--- config.mk ---
export PLATFORM = sky130hd
export DESIGN_NAME = ps2_host_tx
export DESIGN_NICKNAME = d
export VERILOG_FILES = /design/src/rtl/ps2_host_tx.sv
export SDC_FILE = /design/constraint.sdc
export NUM_CORES = 1
export LEC_CHECK = 0
export BUFFER_PORTS_ARGS = -buffer_cell sky130_fd_sc_hd__buf_4
export CAP_MARGIN = 0
export CELL_PAD_IN_SITES_DETAIL_PLACEMENT = 0
export CELL_PAD_IN_SITES_GLOBAL_PLACEMENT = 2
export CORE_ASPECT_RATIO = 2
export CORE_MARGIN = 2
export CORE_UTILIZATION = 35
export CTS_CLUSTER_DIAMETER = 60
export DETAILED_ROUTE_END_ITERATION = 16
export GPL_TIMING_DRIVEN = 0
export HOLD_SLACK_MARGIN = 0.1
export PLACE_DENSITY = 0.72
export SLEW_MARGIN = 20
export SYNTH_ARGS = -nofsm -noshare
export SYNTH_HDL_FRONTEND = slang
export SYNTH_SLANG_ARGS = --single-unit
export TNS_END_PERCENT = 20
--- constraint.sdc ---
create_clock -name clk -period 2.2 [get_ports clk]
set_input_delay 0.22 -clock clk [delete_from_list [all_inputs] [get_ports clk]]
set_output_delay 0.22 -clock clk [all_outputs]
set_load 0.01 [all_outputs]
--- src/rtl/ps2_host_tx.sv ---
// Host-to-device PS/2 transmitter: inhibits the bus, issues request-to-send,
// shifts one command byte out on device clock edges and checks the device ACK.
module ps2_host_tx #(
    parameter int INHIBIT_CYCLES = 10000,
    parameter int RTS_TIMEOUT    = 1500000,
    parameter int PKT_TIMEOUT    = 200000
) (
    input  logic       clk,
    input  logic       rstn,
    input  logic       cmd_valid,
    input  logic [7:0] cmd_data,
    output logic       cmd_ready,
    input  logic       ps2_clk_in,
    input  logic       ps2_data_in,
    output logic       ps2_clk_oe,
    output logic       ps2_data_oe,
    output logic       busy,
    output logic       done,
    output logic       err,
    output logic [1:0] err_code,
    output logic [2:0] state_dbg
);
    // Handshake: a byte moves when cmd_valid && cmd_ready in the same clk;
    // cmd_ready is high only while idle, so no command is ever queued.

    localparam int CNT_MAX0 = (RTS_TIMEOUT > PKT_TIMEOUT) ? RTS_TIMEOUT : PKT_TIMEOUT;
    localparam int CNT_MAX  = (CNT_MAX0 > INHIBIT_CYCLES) ? CNT_MAX0 : INHIBIT_CYCLES;
    localparam int CW       = $clog2(CNT_MAX + 1);
    localparam logic [CW-1:0] INH_LAST = CW'(INHIBIT_CYCLES - 1);
    localparam logic [CW-1:0] RTS_LAST = CW'(RTS_TIMEOUT - 1);
    localparam logic [CW-1:0] PKT_LAST = CW'(PKT_TIMEOUT - 1);

    typedef enum logic [2:0] {
        S_IDLE, S_INHIBIT, S_RTS, S_SEND, S_WAIT_IDLE, S_FAIL
    } state_t;

    state_t        state, state_n;
    logic [2:0]    clk_sync;
    logic [1:0]    data_sync;
    logic [CW-1:0] cnt, cnt_n;
    logic [3:0]    bit_idx, bit_idx_n;
    logic [7:0]    shreg, shreg_n;
    logic          parity, parity_n;
    logic          tx_oe, tx_oe_n;
    logic          done_q, done_n;
    logic [1:0]    code_q, code_n;
    logic          fall, clk_s, data_s;

    // Sync flops reset high (idle bus) so releasing reset never fakes an edge.
    assign fall   = clk_sync[2] & ~clk_sync[1];
    assign clk_s  = clk_sync[1];
    assign data_s = data_sync[1];

    always_ff @(posedge clk or negedge rstn) begin
        if (!rstn) begin
            state     <= S_IDLE;
            clk_sync  <= 3'b111;
            data_sync <= 2'b11;
            cnt       <= '0;
            bit_idx   <= '0;
            shreg     <= '0;
            parity    <= 1'b0;
            tx_oe     <= 1'b0;
            done_q    <= 1'b0;
            code_q    <= 2'b00;
        end else begin
            state     <= state_n;
            clk_sync  <= {clk_sync[1:0], ps2_clk_in};
            data_sync <= {data_sync[0], ps2_data_in};
            cnt       <= cnt_n;
            bit_idx   <= bit_idx_n;
            shreg     <= shreg_n;
            parity    <= parity_n;
            tx_oe     <= tx_oe_n;
            done_q    <= done_n;
            code_q    <= code_n;
        end
    end

    always_comb begin
        state_n   = state;
        cnt_n     = cnt + CW'(1);
        bit_idx_n = bit_idx;
        shreg_n   = shreg;
        parity_n  = parity;
        tx_oe_n   = tx_oe;
        done_n    = 1'b0;
        code_n    = code_q;
        case (state)
            S_IDLE: begin
                cnt_n = '0;
                if (cmd_valid && cmd_ready) begin
                    shreg_n  = cmd_data;
                    parity_n = ~^cmd_data;
                    code_n   = 2'b00;
                    state_n  = S_INHIBIT;
                end
            end
            S_INHIBIT: begin
                if (cnt == INH_LAST) begin
                    cnt_n   = '0;
                    state_n = S_RTS;
                end
            end
            S_RTS: begin
                if (cnt == RTS_LAST) begin
                    code_n  = 2'b01;
                    state_n = S_FAIL;
                end else if (fall) begin
                    cnt_n     = '0;
                    bit_idx_n = '0;
                    tx_oe_n   = 1'b1;
                    state_n   = S_SEND;
                end
            end
            S_SEND: begin
                // Timeout wins over an edge arriving in the same clk.
                if (cnt == PKT_LAST) begin
                    code_n  = 2'b10;
                    state_n = S_FAIL;
                end else if (fall) begin
                    bit_idx_n = bit_idx + 4'd1;
                    if (bit_idx < 4'd8) begin
                        tx_oe_n = ~shreg[bit_idx[2:0]];
                    end else if (bit_idx == 4'd8) begin
                        tx_oe_n = ~parity;
                    end else if (bit_idx == 4'd9) begin
                        tx_oe_n = 1'b0;
                    end else if (!data_s) begin
                        cnt_n   = '0;
                        state_n = S_WAIT_IDLE;
                    end else begin
                        code_n  = 2'b11;
                        state_n = S_FAIL;
                    end
                end
            end
            S_WAIT_IDLE: begin
                if (cnt == PKT_LAST) begin
                    code_n  = 2'b10;
                    state_n = S_FAIL;
                end else if (clk_s && data_s) begin
                    done_n  = 1'b1;
                    state_n = S_IDLE;
                end
            end
            S_FAIL: begin
                cnt_n   = '0;
                state_n = S_IDLE;
            end
            default: state_n = S_IDLE;
        endcase
    end

    assign ps2_clk_oe  = (state == S_INHIBIT);
    assign ps2_data_oe = (state == S_RTS) || ((state == S_SEND) && tx_oe);
    assign busy        = (state == S_INHIBIT) || (state == S_RTS) ||
                         (state == S_SEND) || (state == S_WAIT_IDLE);
    assign err         = (state == S_FAIL);
    assign done        = done_q;
    assign err_code    = code_q;
    assign cmd_ready   = (state == S_IDLE) && !done_q;
    assign state_dbg   = state;

endmodule

# == Yosys cells after proc, flatten, opt, wreduce, memory -nomap -nowiden ==
# Cells that the tools add are included.
# op_classes
order_cmp,2
add_sub_neg,2
n_bitwise,4
mux,51
reduce_logical,19
eq_ne,26
# ops
cell,n
2-to-1 mux 21 bit,9
one-hot mux 21 bit (4 select lines),1
2-to-1 mux 3 bit,11
adder 21 x 1 -> 21 bit (second input constant),1
== test 21 x 14 -> 1 bit (second input constant),1
== test 21 x 18 -> 1 bit (second input constant),1
== test 21 bit (second input constant),1
inequality test 3 bit (second input constant),7
2-to-1 mux 2 bit,9
2-to-1 mux 4 bit,4
one-hot mux 3 bit (5 select lines),1
inequality test 2 bit (second input constant),7
2-to-1 mux 1 bit,12
AND reduction 9 bit,1
== test 4 bit (second input constant),2
one-hot mux 2 bit (4 select lines),1
one-hot mux 4 bit (2 select lines),1
AND reduction 8 bit,1
XNOR reduction 8 bit,1
== test 3 x 2 -> 1 bit (second input constant),2
== test 3 bit (second input constant),2
AND reduction 6 bit,1
AND reduction 5 bit,1
adder 4 x 1 -> 4 bit (second input constant),1
17 further kinds,25
# totals
inputBits,13
reg_bits,46

# == Logic depth before layout (Yosys ltp) ==
# logic_depth
ltp_word,8
mapped_depth,9
ltp_nobuf,8

# == Worst setup path before layout ==
# OpenSTA, ideal clock, no wires.
# synth_timing
path_type,reg-to-reg
startpoint,register cnt[0]
endpoint,register cnt[5]
arrival_time_ns,1.955
stages_incl_launch_ff,10
t_required_ns,2.081
setup_time_ns,0.119
synth_period_minus_slack_ns,2.074
path_slack_ns,0.126
cell_sequence,dfrtp_1 ha_1 and3_1 buf_6 nand4_4 nor2_1 or4_1 a32oi_2 buf_6 nor2_2
# synth_via
elab_chain_cells,8
# synth_rtl
element,line,text
"start, declared",40,"logic [CW-1:0] cnt, cnt_n;"
"start signal, assigned",70,cnt <= cnt_n;
adder 21 x 1 -> 21 bit,82,cnt_n = cnt + CW'(1);
2-to-1 mux 21 bit,129,end else if (!data_s) begin
2-to-1 mux 21 bit,127,end else if (bit_idx == 4'd9) begin
2-to-1 mux 21 bit,125,end else if (bit_idx == 4'd8) begin
2-to-1 mux 21 bit,123,if (bit_idx < 4'd8) begin
2-to-1 mux 21 bit,121,end else if (fall) begin
2-to-1 mux 21 bit,118,if (cnt == PKT_LAST) begin
one-hot mux 21 bit (4 select lines) (*),89,case (state)
named net cnt_n[5],40,
# Mark *: on every way through the listed nets, which the timed path passes. The rest lies on a longest branch.
# A chain may end at the register's enable or synchronous reset.

# == Final worst setup path ==
# layout_timing
startpoint,register cnt[1]
endpoint,register cnt[11]
# Same word-level chain as after synthesis.

==> results.json <==
{
  "status": "complete, no violations",
  "syn_to_final_growth_pct": 26.3,
  "die_x_um": 65.1,
  "ys_types": 57,
  "synthArstFlopShare": 1.00,
  "clk_latency_ns": 0.29,
  "dieArea_um2": 8220,
  "finalCritPeriodShare": 0.998,
  "path_max_fanout": 5,
  "r2r-start": "cnt[1]",
  "start_kind": "flop",
  "dr_wl_met2_um": 4250,
  "n_antenna_cell": 0,
  "slowest_stage": "or4_4",
  "max_stage_delay_ns": 0.43,
  "dr.first_iter.drc_count": 57,
  "hold_violations": 0,
  "p_leak_nw": 1.35,
  "num_vias": 1996,
  "peakVddDrop_mv": 0.923,
  "final_cell_mix": "38 x dfrtp_1, 33 x buf_4, 20 x nor2_2",
  "ys_seq_area_frac": 0.443,
  "antenna_found_initial": 0,
  "die_h_um": 126,
  "ys_warn_count": 0,
  "total_power_mw": 3.63,
  "syn_avg_cell_area_um2": 10.6,
  "grt_pass1_wl_um": 10500,
  "numCtsBuffers": 5,
  "io_pins": 24,
  "cp_data_required_time_ns": 2.38,
  "worst_pin_slew_ns": 0.593,
  "grt_setup_unrepaired": "yes",
  "post_drt_wl_per_cell_um": 17.6,
  "initial_core_util": 0.360,
  "first_pass_iters": 6,
  "fin_ws_ns": 0.00514,
  "port_buffers": 23,
  "met3_wirelength_um": 123,
  "finalWirelength_um": 6760,
  "syn_area_um2": 2620,
  "rr_endpoint": "cnt[11]",
  "drc": 0,
  "cts.sinks": 46,
  "slew_headroom": 0.604,
  "final_layout_size_suffix_gt1_frac": 0.358,
  "cp-endpoint": "cnt[11]",
  "drv_slew": 0,
  "arrival_ns": 2.37,
  "grt_pass1_vias": 2012,
  "critical_path_depth": 10,
  "vias_per_cell": 5.18,
  "grt_usage": 0.175,
  "period_needed_ns": 2.19,
  "synth-edff-count": 0,
  "n_fill_cell": 728,
  "critPathLaunch": "cnt[1]",
  "met1_length_um": 2220,
  "cts_tree": "yes",
  "dpl.hpwl_um": 5040,
  "syn_nets": 264,
  "power.density_nw_per_um2": 1100,
  "setup_violations": 0,
  "post-place-ws_ns": -0.135,
  "layout_commonest_cell": "dfrtp_1",
  "nets": 309,
  "num_rows": 44,
  "globalRouteOverflowTotal": 0,
  "synthFlopType": "dfrtp_1",
  "ant_nets": 0,
  "clockBufferDepth": 2,
  "path_clk_slew_ns": 0.06,
  "highest_layer": "met4",
  "r2r_setup_slack_ns": 0.005,
  "worst-path-buf-inv": 3,
  "postSynthCellCount": 247,
  "grt_max_degree": 47,
  "root_buffer": "clkbuf_16",
  "r2r_cells": 10,
  "endpoint_kind": "flop",
  "ys_ff_latch": 46,
  "finClkSkew_ns": 0.00596,
  "ctsHtreeMaxLevel": 2,
  "max_freq_ghz": 0.456,
  "core-area_um2": 7270,
  "hold_class": "in2reg",
  "crit_chain": "ha_2, and3_1, buf_6, nand4_4, nor2_4, or4_4, a32oi_4, buf_12, clkbuf_16, nor2_2",
  "drv_cap": 0,
  "crit_family": "simple AND/OR/NAND/NOR gates",
  "worstSetupPathType": "reg2reg",
  "place.gp.congestion": 0.771
}
[where the power goes]
group | internal (mW) | switching (mW)
combinational | 0.826 | 0.813
sequential | 1.04 | 0.192
clock | 0.451 | 0.315
[cells by family after synthesis]
kind of cell | after synthesis | share of synthesized area
compound gates | 37 | 0.105
buf+inv | 15 | 0.0325
fa+ha+maj | 4 | 0.0191
simple gates | 106 | 0.251
xor+xnor | 27 | 0.0904
flops | 46 | 0.443
mux | 12 | 0.0593
[registers in the layout, indices dropped and copies added (netlist names)]
signal	cells
bit_idx	4
clk_sync	3
parity	1
shreg	8
state_dbg	3
cnt	21
err_code	2
data_sync	2
tx_oe	1
done	1
[cell type report]
cell class / count / area (um^2) / area share
clock buffers: 7 / 143 / 0.0432
inverters: 8 / 30.0 / 0.00909
plain buffers: 7 / 68.8 / 0.0208
clock inverters: 1 / 5.00 / 0.00152
repair buffers: 38 / 343 / 0.104
well taps: 92 / 115 / 0.0348
multi-input cells: 186 / 1440 / 0.435
flip-flops and latches: 46 / 1160 / 0.352
[worst min path at each step]
| stage | to | cells after the start | start | slack [ns] |
|---|---|---|---|---|
| finish | shreg[2] | 2 | cmd_data[2] | 0.18 |
| global route | shreg[2] | 2 | cmd_data[2] | 0.17 |
| global placement | bit_idx[2] | 1 | rstn | 0.27 |
| CTS | shreg[5] | 2 | cmd_data[5] | 0.17 |
| detailed placement | shreg[7] | 1 | rstn | 0.27 |
| floorplan | bit_idx[0] | 0 | rstn | -0.08 |
[routing by layer]
metal | up-vias | GRT usage
li1 | 971 | -
met1 | 987 | 0.152
met2 | 28 | 0.362
met3 | 10 | 0.0268
met4 | 0 | 0.0797
met5 | - | 0
[synth_stat cells (all sizes together) (2+ instances only)]
master | instances | area share
a21oi | 6 | 0.013
a31oi | 3 | 0.0072
and3 | 3 | 0.0072
buf | 6 | 0.020
dfrtp | 41 | 0.39
dfstp | 5 | 0.050
ha | 4 | 0.019
inv | 8 | 0.011
mux2 | 8 | 0.034
mux2i | 2 | 0.0077
mux4 | 2 | 0.017
nand2 | 18 | 0.026
nand2b | 5 | 0.012
nand3 | 8 | 0.020
nand3b | 2 | 0.0057
nand4 | 6 | 0.020
nand4b | 2 | 0.0067
nor2 | 33 | 0.067
nor2b | 5 | 0.012
nor3 | 7 | 0.015
nor4 | 7 | 0.019
nor4bb | 3 | 0.017
o211ai | 2 | 0.0077
o21ai | 10 | 0.019
o21bai | 3 | 0.0086
o22ai | 4 | 0.012
or3 | 2 | 0.0067
xnor2 | 14 | 0.047
xor2 | 13 | 0.044
[per-stage QoR]
stage,util,hold slack [ns],instance area [um^2],setup TNS (ns),instances
floorplan,-,-0.0756,2620,0,247
global placement,0.399,0.274,2900,-2.88,362
detailed placement,0.399,0.272,2900,-2.75,362
CTS,0.440,0.175,3200,-0.0198,377
global route,0.455,0.173,3300,-0.888,385
finish,0.455,0.177,3300,0,385
[timing repair]
item,4_1_cts,5_1_grt
setup buffers,3,7
hold buffers,3,0
hold endpoints to repair,43,0
pin swaps,1,4
cloned,1,1
resized for setup,11,9
setup endpoints to repair,24,27
(Power assumes the default switching activity.)
